===== config.mk =====
export PLATFORM = sky130hd
export DESIGN_NAME = alu_issue_stage
export DESIGN_NICKNAME = d
export VERILOG_FILES = /design/src/rtl/alu_pkg.sv /design/src/rtl/alu_ctrl_decode.sv /design/src/rtl/alu_issue_stage.sv
export SDC_FILE = /design/constraint.sdc
export NUM_CORES = 1
export LEC_CHECK = 0
export BUFFER_PORTS_ARGS = -buffer_cell sky130_fd_sc_hd__buf_4
export CORE_ASPECT_RATIO = 1.2
export CORE_MARGIN = 2
export CORE_UTILIZATION = 50
export CTS_CLUSTER_DIAMETER = 150
export DETAILED_ROUTE_END_ITERATION = 10
export PLACE_DENSITY = 0.78
export SYNTH_ARGS = -nofsm -noshare
export SYNTH_HDL_FRONTEND = slang
export SYNTH_SLANG_ARGS = --single-unit

===== constraint.sdc =====
create_clock -name clk -period 6.4 [get_ports clk]
set_input_delay 1.28 -clock clk [delete_from_list [all_inputs] [get_ports clk]]
set_output_delay 1.28 -clock clk [all_outputs]
set_load 0.05 [all_outputs]

===== src/rtl/alu_pkg.sv =====
// Shared ALU issue-stage definitions: widths, ALU funct codes, MIPS encodings, decoded-op payload.
package alu_pkg;

    localparam int unsigned NREG  = 32;
    localparam int unsigned REG_W = 5;
    localparam int unsigned XLEN  = 32;
    localparam int unsigned CNT_W = 16;

    // ALU-internal funct codes
    localparam logic [5:0] FUNCT_ADDU = 6'b001001;
    localparam logic [5:0] FUNCT_SUBU = 6'b001010;
    localparam logic [5:0] FUNCT_SLL  = 6'b100001;
    localparam logic [5:0] FUNCT_SLLV = 6'b110101;
    localparam logic [5:0] FUNCT_SLTI = 6'b101010;

    // MIPS opcode / function-field encodings
    localparam logic [5:0] OP_SPECIAL = 6'b000000;
    localparam logic [5:0] OP_SLTI    = 6'b001010;
    localparam logic [5:0] FN_ADDU    = 6'b100001;
    localparam logic [5:0] FN_SUBU    = 6'b100011;
    localparam logic [5:0] FN_SLL     = 6'b000000;
    localparam logic [5:0] FN_SLLV    = 6'b000100;

    typedef enum logic {D1_RS, D1_RT} sel_d1_e;
    typedef enum logic [1:0] {D2_RT, D2_RS, D2_ZERO, D2_IMM} sel_d2_e;

    typedef struct packed {
        logic             legal;
        logic [5:0]       funct;
        logic             use_rs;
        logic             use_rt;
        sel_d1_e          sel_d1;
        sel_d2_e          sel_d2;
        logic [REG_W-1:0] rd;
    } dec_op_t;

    function automatic logic [XLEN-1:0] sext16(input logic [15:0] imm);
        return {{(XLEN-16){imm[15]}}, imm};
    endfunction

endpackage


===== src/rtl/alu_ctrl_decode.sv =====
// Combinational decoder: MIPS instruction word -> decoded ALU op.
module alu_ctrl_decode
    import alu_pkg::*;
(
    input  logic [31:0] instr,
    output dec_op_t     dec_c
);

    logic [5:0] op;
    logic [5:0] fn;
    logic       unused_fields;

    assign op            = instr[31:26];
    assign fn            = instr[5:0];
    assign unused_fields = ^{instr[25:21], instr[10:6]};

    // Map supported opcodes onto funct code, operand sources and destination
    always_comb begin
        dec_c        = '0;
        dec_c.sel_d1 = D1_RS;
        dec_c.sel_d2 = D2_ZERO;
        if (op == OP_SPECIAL) begin
            case (fn)
                FN_ADDU, FN_SUBU: begin
                    dec_c.legal  = 1'b1;
                    dec_c.funct  = (fn == FN_ADDU) ? FUNCT_ADDU : FUNCT_SUBU;
                    dec_c.use_rs = 1'b1;
                    dec_c.use_rt = 1'b1;
                    dec_c.sel_d1 = D1_RS;
                    dec_c.sel_d2 = D2_RT;
                    dec_c.rd     = instr[15:11];
                end
                FN_SLL: begin
                    dec_c.legal  = 1'b1;
                    dec_c.funct  = FUNCT_SLL;
                    dec_c.use_rt = 1'b1;
                    dec_c.sel_d1 = D1_RT;
                    dec_c.sel_d2 = D2_ZERO;
                    dec_c.rd     = instr[15:11];
                end
                FN_SLLV: begin
                    dec_c.legal  = 1'b1;
                    dec_c.funct  = FUNCT_SLLV;
                    dec_c.use_rs = 1'b1;
                    dec_c.use_rt = 1'b1;
                    dec_c.sel_d1 = D1_RT;
                    dec_c.sel_d2 = D2_RS;
                    dec_c.rd     = instr[15:11];
                end
                default: ;
            endcase
        end else if (op == OP_SLTI) begin
            dec_c.legal  = 1'b1;
            dec_c.funct  = FUNCT_SLTI;
            dec_c.use_rs = 1'b1;
            dec_c.sel_d1 = D1_RS;
            dec_c.sel_d2 = D2_IMM;
            dec_c.rd     = instr[20:16];
        end
    end

endmodule


===== src/rtl/alu_issue_stage.sv =====
// ALU issue stage: decode, busy-scoreboard hazard stall, one-entry output register.
// Optional stall counter port enabled by defining ALU_ISSUE_STALL_CNT_EN.
module alu_issue_stage
    import alu_pkg::*;
(
    input  logic             clk,
    input  logic             rst,
    input  logic             in_valid,
    output logic             in_ready,
    input  logic [31:0]      in_instr,
    input  logic [XLEN-1:0]  in_rs_data,
    input  logic [XLEN-1:0]  in_rt_data,
    output logic             out_valid,
    input  logic             out_ready,
    output logic [XLEN-1:0]  out_data1,
    output logic [XLEN-1:0]  out_data2,
    output logic [4:0]       out_shamt,
    output logic [5:0]       out_funct,
    output logic [REG_W-1:0] out_rd,
    input  logic             wb_valid,
    input  logic [REG_W-1:0] wb_rd,
    output logic             illegal
`ifdef ALU_ISSUE_STALL_CNT_EN
    ,output logic [CNT_W-1:0] stall_cycles
`endif
);

    dec_op_t          dec;
    logic [REG_W-1:0] rs_idx;
    logic [REG_W-1:0] rt_idx;
    logic             hazard;
    logic             xfer;
    logic [XLEN-1:0]  d1_c;
    logic [XLEN-1:0]  d2_c;

    logic             out_valid_q, out_valid_d;
    logic [XLEN-1:0]  data1_q, data1_d;
    logic [XLEN-1:0]  data2_q, data2_d;
    logic [4:0]       shamt_q, shamt_d;
    logic [5:0]       funct_q, funct_d;
    logic [REG_W-1:0] rd_q, rd_d;
    logic             illegal_q, illegal_d;
    logic [NREG-1:0]  busy_q, busy_d;

    alu_ctrl_decode u_decode (
        .instr (in_instr),
        .dec_c (dec)
    );

    assign rs_idx = in_instr[25:21];
    assign rt_idx = in_instr[20:16];

    // Hazard check against registered busy bits, handshake and operand steering
    always_comb begin
        hazard   = (dec.use_rs && busy_q[rs_idx]) || (dec.use_rt && busy_q[rt_idx]);
        in_ready = !hazard && (!out_valid_q || out_ready);
        xfer     = in_valid && in_ready;
        d1_c     = (dec.sel_d1 == D1_RT) ? in_rt_data : in_rs_data;
        case (dec.sel_d2)
            D2_RT:   d2_c = in_rt_data;
            D2_RS:   d2_c = in_rs_data;
            D2_IMM:  d2_c = sext16(in_instr[15:0]);
            default: d2_c = '0;
        endcase
    end

    // Next state of output register, illegal pulse and scoreboard
    always_comb begin
        out_valid_d = out_valid_q;
        data1_d     = data1_q;
        data2_d     = data2_q;
        shamt_d     = shamt_q;
        funct_d     = funct_q;
        rd_d        = rd_q;
        illegal_d   = xfer && !dec.legal;
        busy_d      = busy_q;

        if (xfer && dec.legal) begin
            out_valid_d = 1'b1;
            data1_d     = d1_c;
            data2_d     = d2_c;
            shamt_d     = (dec.funct == FUNCT_SLL) ? in_instr[10:6] : 5'd0;
            funct_d     = dec.funct;
            rd_d        = dec.rd;
        end else if (out_ready) begin
            out_valid_d = 1'b0;
        end

        // Clear on writeback first so a same-cycle issue to that register wins
        if (wb_valid && (wb_rd != '0)) begin
            busy_d[wb_rd] = 1'b0;
        end
        if (xfer && dec.legal && (dec.rd != '0)) begin
            busy_d[dec.rd] = 1'b1;
        end
    end

    // State registers
    always_ff @(posedge clk or posedge rst) begin
        if (rst) begin
            out_valid_q <= 1'b0;
            data1_q     <= '0;
            data2_q     <= '0;
            shamt_q     <= '0;
            funct_q     <= '0;
            rd_q        <= '0;
            illegal_q   <= 1'b0;
            busy_q      <= '0;
        end else begin
            out_valid_q <= out_valid_d;
            data1_q     <= data1_d;
            data2_q     <= data2_d;
            shamt_q     <= shamt_d;
            funct_q     <= funct_d;
            rd_q        <= rd_d;
            illegal_q   <= illegal_d;
            busy_q      <= busy_d;
        end
    end

    assign out_valid = out_valid_q;
    assign out_data1 = data1_q;
    assign out_data2 = data2_q;
    assign out_shamt = shamt_q;
    assign out_funct = funct_q;
    assign out_rd    = rd_q;
    assign illegal   = illegal_q;

`ifdef ALU_ISSUE_STALL_CNT_EN
    logic [CNT_W-1:0] stall_cnt_q, stall_cnt_d;

    // Saturating count of cycles where a valid instruction is held off
    always_comb begin
        stall_cnt_d = stall_cnt_q;
        if (in_valid && !in_ready && (stall_cnt_q != '1)) begin
            stall_cnt_d = stall_cnt_q + CNT_W'(1);
        end
    end

    // Stall counter register
    always_ff @(posedge clk or posedge rst) begin
        if (rst) begin
            stall_cnt_q <= '0;
        end else begin
            stall_cnt_q <= stall_cnt_d;
        end
    end

    assign stall_cycles = stall_cnt_q;
`endif

endmodule


* Word-level counts from Yosys, hierarchy flattened
Index checks and enable logic that the tools add are counted.
Word-level totals: output and inout bits 83, word-level logic and storage cells 71, input bits 106, bits in registers 114
Cells by class: bitwise logic cells 3, reduce and logical (&&, ||, !) cells 23, multiplexer cells 24, equality and inequality tests 7, order comparisons 6
Operators with widths (number):
- 2-to-1 mux 32 bit | 3
- case mux 32 bit (3 select lines) | 1
- AND 32 bit | 1
- inverter 32 bit | 1
- bitwise OR 32 bit | 1
- case mux 9 bit (3 select lines) | 1
- less-than comparator 5 x 6 -> 1 bit (second input constant) | 4
- 2-to-1 mux 8 bit | 3
- case mux 7 bit (3 select lines) | 1
- == test 6 bit (second input constant) | 3
- zero test 6 bit | 2
- binary-select mux 1 bit (select 5 bit) | 2
- demux 1 bit (select 5 bit) | 2
- greater-or-equal comparator 5 x 1 -> 1 bit (second input constant) | 2
- logical AND 1 bit | 10
- nonzero test 5 bit | 2
- 2-to-1 mux 1 bit | 8
- == test 6 x 3 -> 1 bit (second input constant) | 1
- == test 6 x 4 -> 1 bit (second input constant) | 1
- 2-to-1 mux 6 bit | 1
- 2-to-1 mux 5 bit | 1
- zero test 1 bit | 3
- OR reduction 3 bit | 1
- == test 2 x 1 -> 1 bit (second input constant) | 1
- other kinds (6) | 7

* Logic depth before layout (Yosys ltp)
depth after elaboration 12, gate-level depth with buffers 10

* By module
Synthesis repeated with hierarchy kept, for this count alone.
Second synthesis, totals: cells, all modules 534, area total of the unflattened synthesis 6272.3 µm²
Modules (own cells, without submodules):
- alu_issue_stage | times used 1, area each 6033.3 µm², sequential area each 2852.7 µm², cells each 500
- alu_ctrl_decode | times used 1, area each 239.0 µm², sequential area each 0.0 µm², cells each 34

* Least setup slack after synthesis
No wires, ideal clock.
path kind input -> output, start input in_instr[23], end output in_ready, path slack 2.003 ns, required time 5.120 ns, stages 7, path buffers 2, data arrival time 3.117 ns, path through buf_4 mux4_2 mux2_2 a221oi_1 or4_1 buf_2 and3_1
Between the ends: cells in the longest elaborated chain, start to end 6
Ends and longest elaborated chain:
- start, declared | line alu_issue_stage.sv:10 | input logic [31:0] in_instr,
- binary-select mux 1 bit (select 5 bit) | line alu_issue_stage.sv:55 | hazard = (dec.use_rs && busy_q[rs_idx]) || (dec.use_rt && busy_q[rt_idx]);
- 2-to-1 mux 1 bit (implied by the code) | line alu_issue_stage.sv:55
- logical AND 1 bit | line alu_issue_stage.sv:55
- logical OR 1 bit | line alu_issue_stage.sv:55
- zero test 1 bit | line alu_issue_stage.sv:56 | in_ready = !hazard && (!out_valid_q || out_ready);
- logical AND 1 bit | line alu_issue_stage.sv:56
- end, declared | line alu_issue_stage.sv:9 | output logic in_ready,
No other way between the ends. The select of a mux whose other input is x is not followed.

* Worst setup path after layout
start input in_instr[31], end output in_ready
Between the ends: cells in the longest elaborated chain, start to end 7, elaborated cells on any way between the ends 10, classes of those cells 1 x eq/ne; 3 x mux; 6 x reduce/logical
Ends and longest elaborated chain:
- == test 6 x 4 -> 1 bit | line alu_ctrl_decode.sv:52 | end else if (op == OP_SLTI) begin
- 2-to-1 mux 8 bit | line alu_ctrl_decode.sv:52
- 2-to-1 mux 8 bit | line alu_ctrl_decode.sv:22 | if (op == OP_SPECIAL) begin
- logical AND 1 bit | line alu_issue_stage.sv:55
- logical OR 1 bit * | line alu_issue_stage.sv:55
- zero test 1 bit * | line alu_issue_stage.sv:56
- logical AND 1 bit * | line alu_issue_stage.sv:56
Mark *: on every way between the ends. The rest lies on a longest branch, timed or not.

==> summary.md <==
| Metric | Value |
|---|---|
| Status | `completed` |
| Commonest cells after routing, fill and taps aside | `buf_4 (198), dfrtp_1 (113), nand2_1 (112), mux2_2 (70), o21ai_0 (41)` |
| MaxCap Viol Count | `0` |
| Leak pwr | `just over 4 nW` |
| Total GRT Usage | `0.304` |
| Seq. cell area | `2830 um^2` |
| Min Hold Slack | `between 400 and 500 ps` |
| FMAX | `around 0.21 GHz` |
| Area of the multi-input gates | `around 3100 um^2` |
| Port Buf Inserts | `188` |
| Critical path's largest stage delay | `between 600 and 700 ps` |
| Yosys reg bits | `113` |
| Sequential fraction of the synthesis area | `0.462` |
| Core ar. | `about 12000 um^2` |
| Placer Congestion | `between 0.8 and 0.9` |
| DRT Pass-1 Iters | `6` |
| Dpl ws | `between 1500 and 2000 ps` |
| Maximum vdd ir drop | `~0.17 mV` |
| Max Used Layer | `met4` |
| DIE WIDTH | `105 um` |
| Post-synth top flop | `dfrtp_1` |
| Die Y | `between 100 and 150 um` |
| Gr ovfl total | `0` |
| Worst-Skew Late Latency | `between 400 and 500 ps` |
| CTS tree | `built` |
| Pwr Density | `267 nW/um^2` |
| Row count | `44` |
| Sum Neg Setup Slack | `0 ps` |
| Synthesized area | `6120 um^2` |
| WS Path Type | `primary input to primary output` |
| # diodes | `0` |
| Fillers | `roughly 920` |
| Worst min path class | `register to register` |
| WP data arrival | `3470 ps` |
| Detailed Route Iter0 Violations | `492` |
| Num CTS Buffers | `17` |
| Worst EP required | `5120 ps` |
| Number of synthesized flops with an enable pin | `0` |
| Crit-path slowest cell | `or4_1` |
| FFs w/ async S/R, synth | `1.00` |
| Total clock sinks | `113` |
| Setup violators final | `0` |
| WL final | `19800 um` |
| Slew at the pin with the worst max-slew slack | `approximately 1300 ps` |
| Share of cells above drive strength 1 | `0.413` |
| Post_cts resized | `0` |
| Mapped Cells | `582` |
| ANT nets after route | `0` |
| Placed cell area | `around 7600 um^2` |
| Relative slew slack | `0.133` |
| H-tree Lvls | `4` |
| CP max FO | `6` |
| Clk slew on worst S/H paths | `50 ps` |
| Unrepaired setup endpoints after global routing | `false` |
| Wire length of the first global-routing pass | `31200 um` |
| Final Hold Vio Count | `0` |
| Root Driver | `clkbuf_16` |
| Commonest non-fill, non-tap cell in the layout | `buf_4` |
| Vias in the first global route | `5931` |
| Routed wl met3 | `2090 um` |
| Fin crit period | `4750 ps` |
| Initial antenna violation count | `0` |
| Final worst-path cycle share | `0.742` |
| Critical-path cell list | `buf_4, or4_1, nor2_1, a21oi_1, or4_1, and3_1, buf_4` |
| Met2 routed WL | `a little under 10000 um` |
| Max Buffers Root-to-Sink | `2` |
| DR DRC count | `0` |
| Critical Path End Type | `primary output` |
| Vias/cell | `6.21` |
| Synth warn | `0` |
| Setup bufs post-CTS | `0` |
| Final Cell Area | `8270 um^2` |
| Via count | `5762` |
| Largest net degree at the start of global routing | `59` |
| CTS hold repair buffers | `0` |
| Startpoint Class | `primary input` |
| Unique cell type count in the Yosys netlist | `between 40 and 50` |
| Final Worst Setup Slack | `1650 ps` |
| HPWL after DPL | `14000 um` |
| Clock Skew | `a little over 8 ps` |
| Met1 wire length | `just over 7000 um` |
| P&R area growth vs syn | `35.2%` |
| # nets final | `861` |
| Initial Util | `0.510` |
| Max Slew Vio Count | `0` |
| Die Area | `13100 um^2` |
| IO Pins | `around 190` |
| Avg WL per Cell | `21.4 um` |
| Syn Area/Cell | `10.5 um^2` |
| Mapped Nets | `between 600 and 700` |
## cell usage after synthesis (3+ instances only)
master | instances | area [um^2]
a21oi_1 | 6 | 30.0
a221o_1 | 17 | 170
a222oi_1 | 9 | 90.1
a22oi_1 | 4 | 30.0
a32oi_1 | 3 | 26.3
and3_1 | 7 | 43.8
buf_2 | 12 | 60.1
clkbuf_1 | 27 | 101
dfrtp_1 | 113 | 2830
inv_1 | 10 | 37.5
mux2_1 | 7 | 78.8
mux2_2 | 70 | 788
mux2i_1 | 17 | 170
mux4_2 | 10 | 225
nand2_1 | 112 | 420
nand3_1 | 15 | 75.1
nand3b_1 | 7 | 52.6
nand4_1 | 3 | 18.8
nor2_1 | 11 | 41.3
nor3b_1 | 3 | 22.5
nor4_1 | 3 | 18.8
o21ai_0 | 41 | 205
o2bb2ai_1 | 4 | 35.0
o31ai_1 | 32 | 240
or3_1 | 3 | 18.8
or3b_2 | 3 | 26.3
or4_1 | 3 | 22.5
## where the power goes
part	total [mW]	switching, mW	internal [mW]
Sequential	0.781	0.0247	0.756
Clock	1.03	0.342	0.689
Combinational	0.394	0.254	0.140
Total	2.21	0.620	1.59
## worst max-delay path, delay by kind of cell
family	cells	cell delay, ps
AOI/OAI and AO/OA	1	130
and+or+nand+nor	4	1760
buffers and inverters	2	300
## flip-flops by register name, indices dropped and copies added, names as in the netlist
| name | count |
|---|---|
| busy_q | 32 |
| out_data1 | 32 |
| out_data2 | 32 |
| out_funct | 5 |
| out_rd | 5 |
| out_shamt | 5 |
| illegal | 1 |
| out_valid | 1 |
## cell type report
cell class              instances  area share
multi-input cells             415       0.371
flip-flops and latches        113       0.342
repair buffers                198       0.180
clock buffers                  18      0.0519
clock inverters                13      0.0257
well taps                     161      0.0244
inverters                      10     0.00484
## final timing paths
path / cells past startpoint / start / slack, ps / endpoint
worst max-delay path: 7 / in_instr[31] / 1650 / in_ready
worst min-delay path: 0 / busy_q[0] / 420 / busy_q[0]
worst max register to register: 7 / busy_q[15] / 3030 / out_data2[31]
worst min register to register: 0 / busy_q[0] / 420 / busy_q[0]
max in group asynchronous: 3 / rst / 4200 / out_data1[12]
min in group asynchronous: 2 / rst / 1000 / busy_q[21]
## cells by family after synthesis
| group | count (synthesis) | synth area share |
|---|---|---|
| and+or+nand+nor | 179 | 0.134 |
| buffers and inverters | 54 | 0.0393 |
| muxes | 104 | 0.206 |
| AOI/OAI and AO/OA | 132 | 0.158 |
| DFF | 113 | 0.462 |
## through the flow
stage	util	total power [mW]	cells
after global routing	0.689	2.26	928
after global placement	0.636	1.18	897
after CTS	0.689	2.21	928
final	0.689	2.21	928
after floorplan	-	1.02	582
after detailed placement	0.636	1.18	897
## per-layer routing
metal	vias up	global-route usage
met5	-	0
met4	0	0.144
met3	59	0.0928
met2	380	0.494
met1	2814	0.370
li1	2509	-
Power figures use the tool's default switching activity.
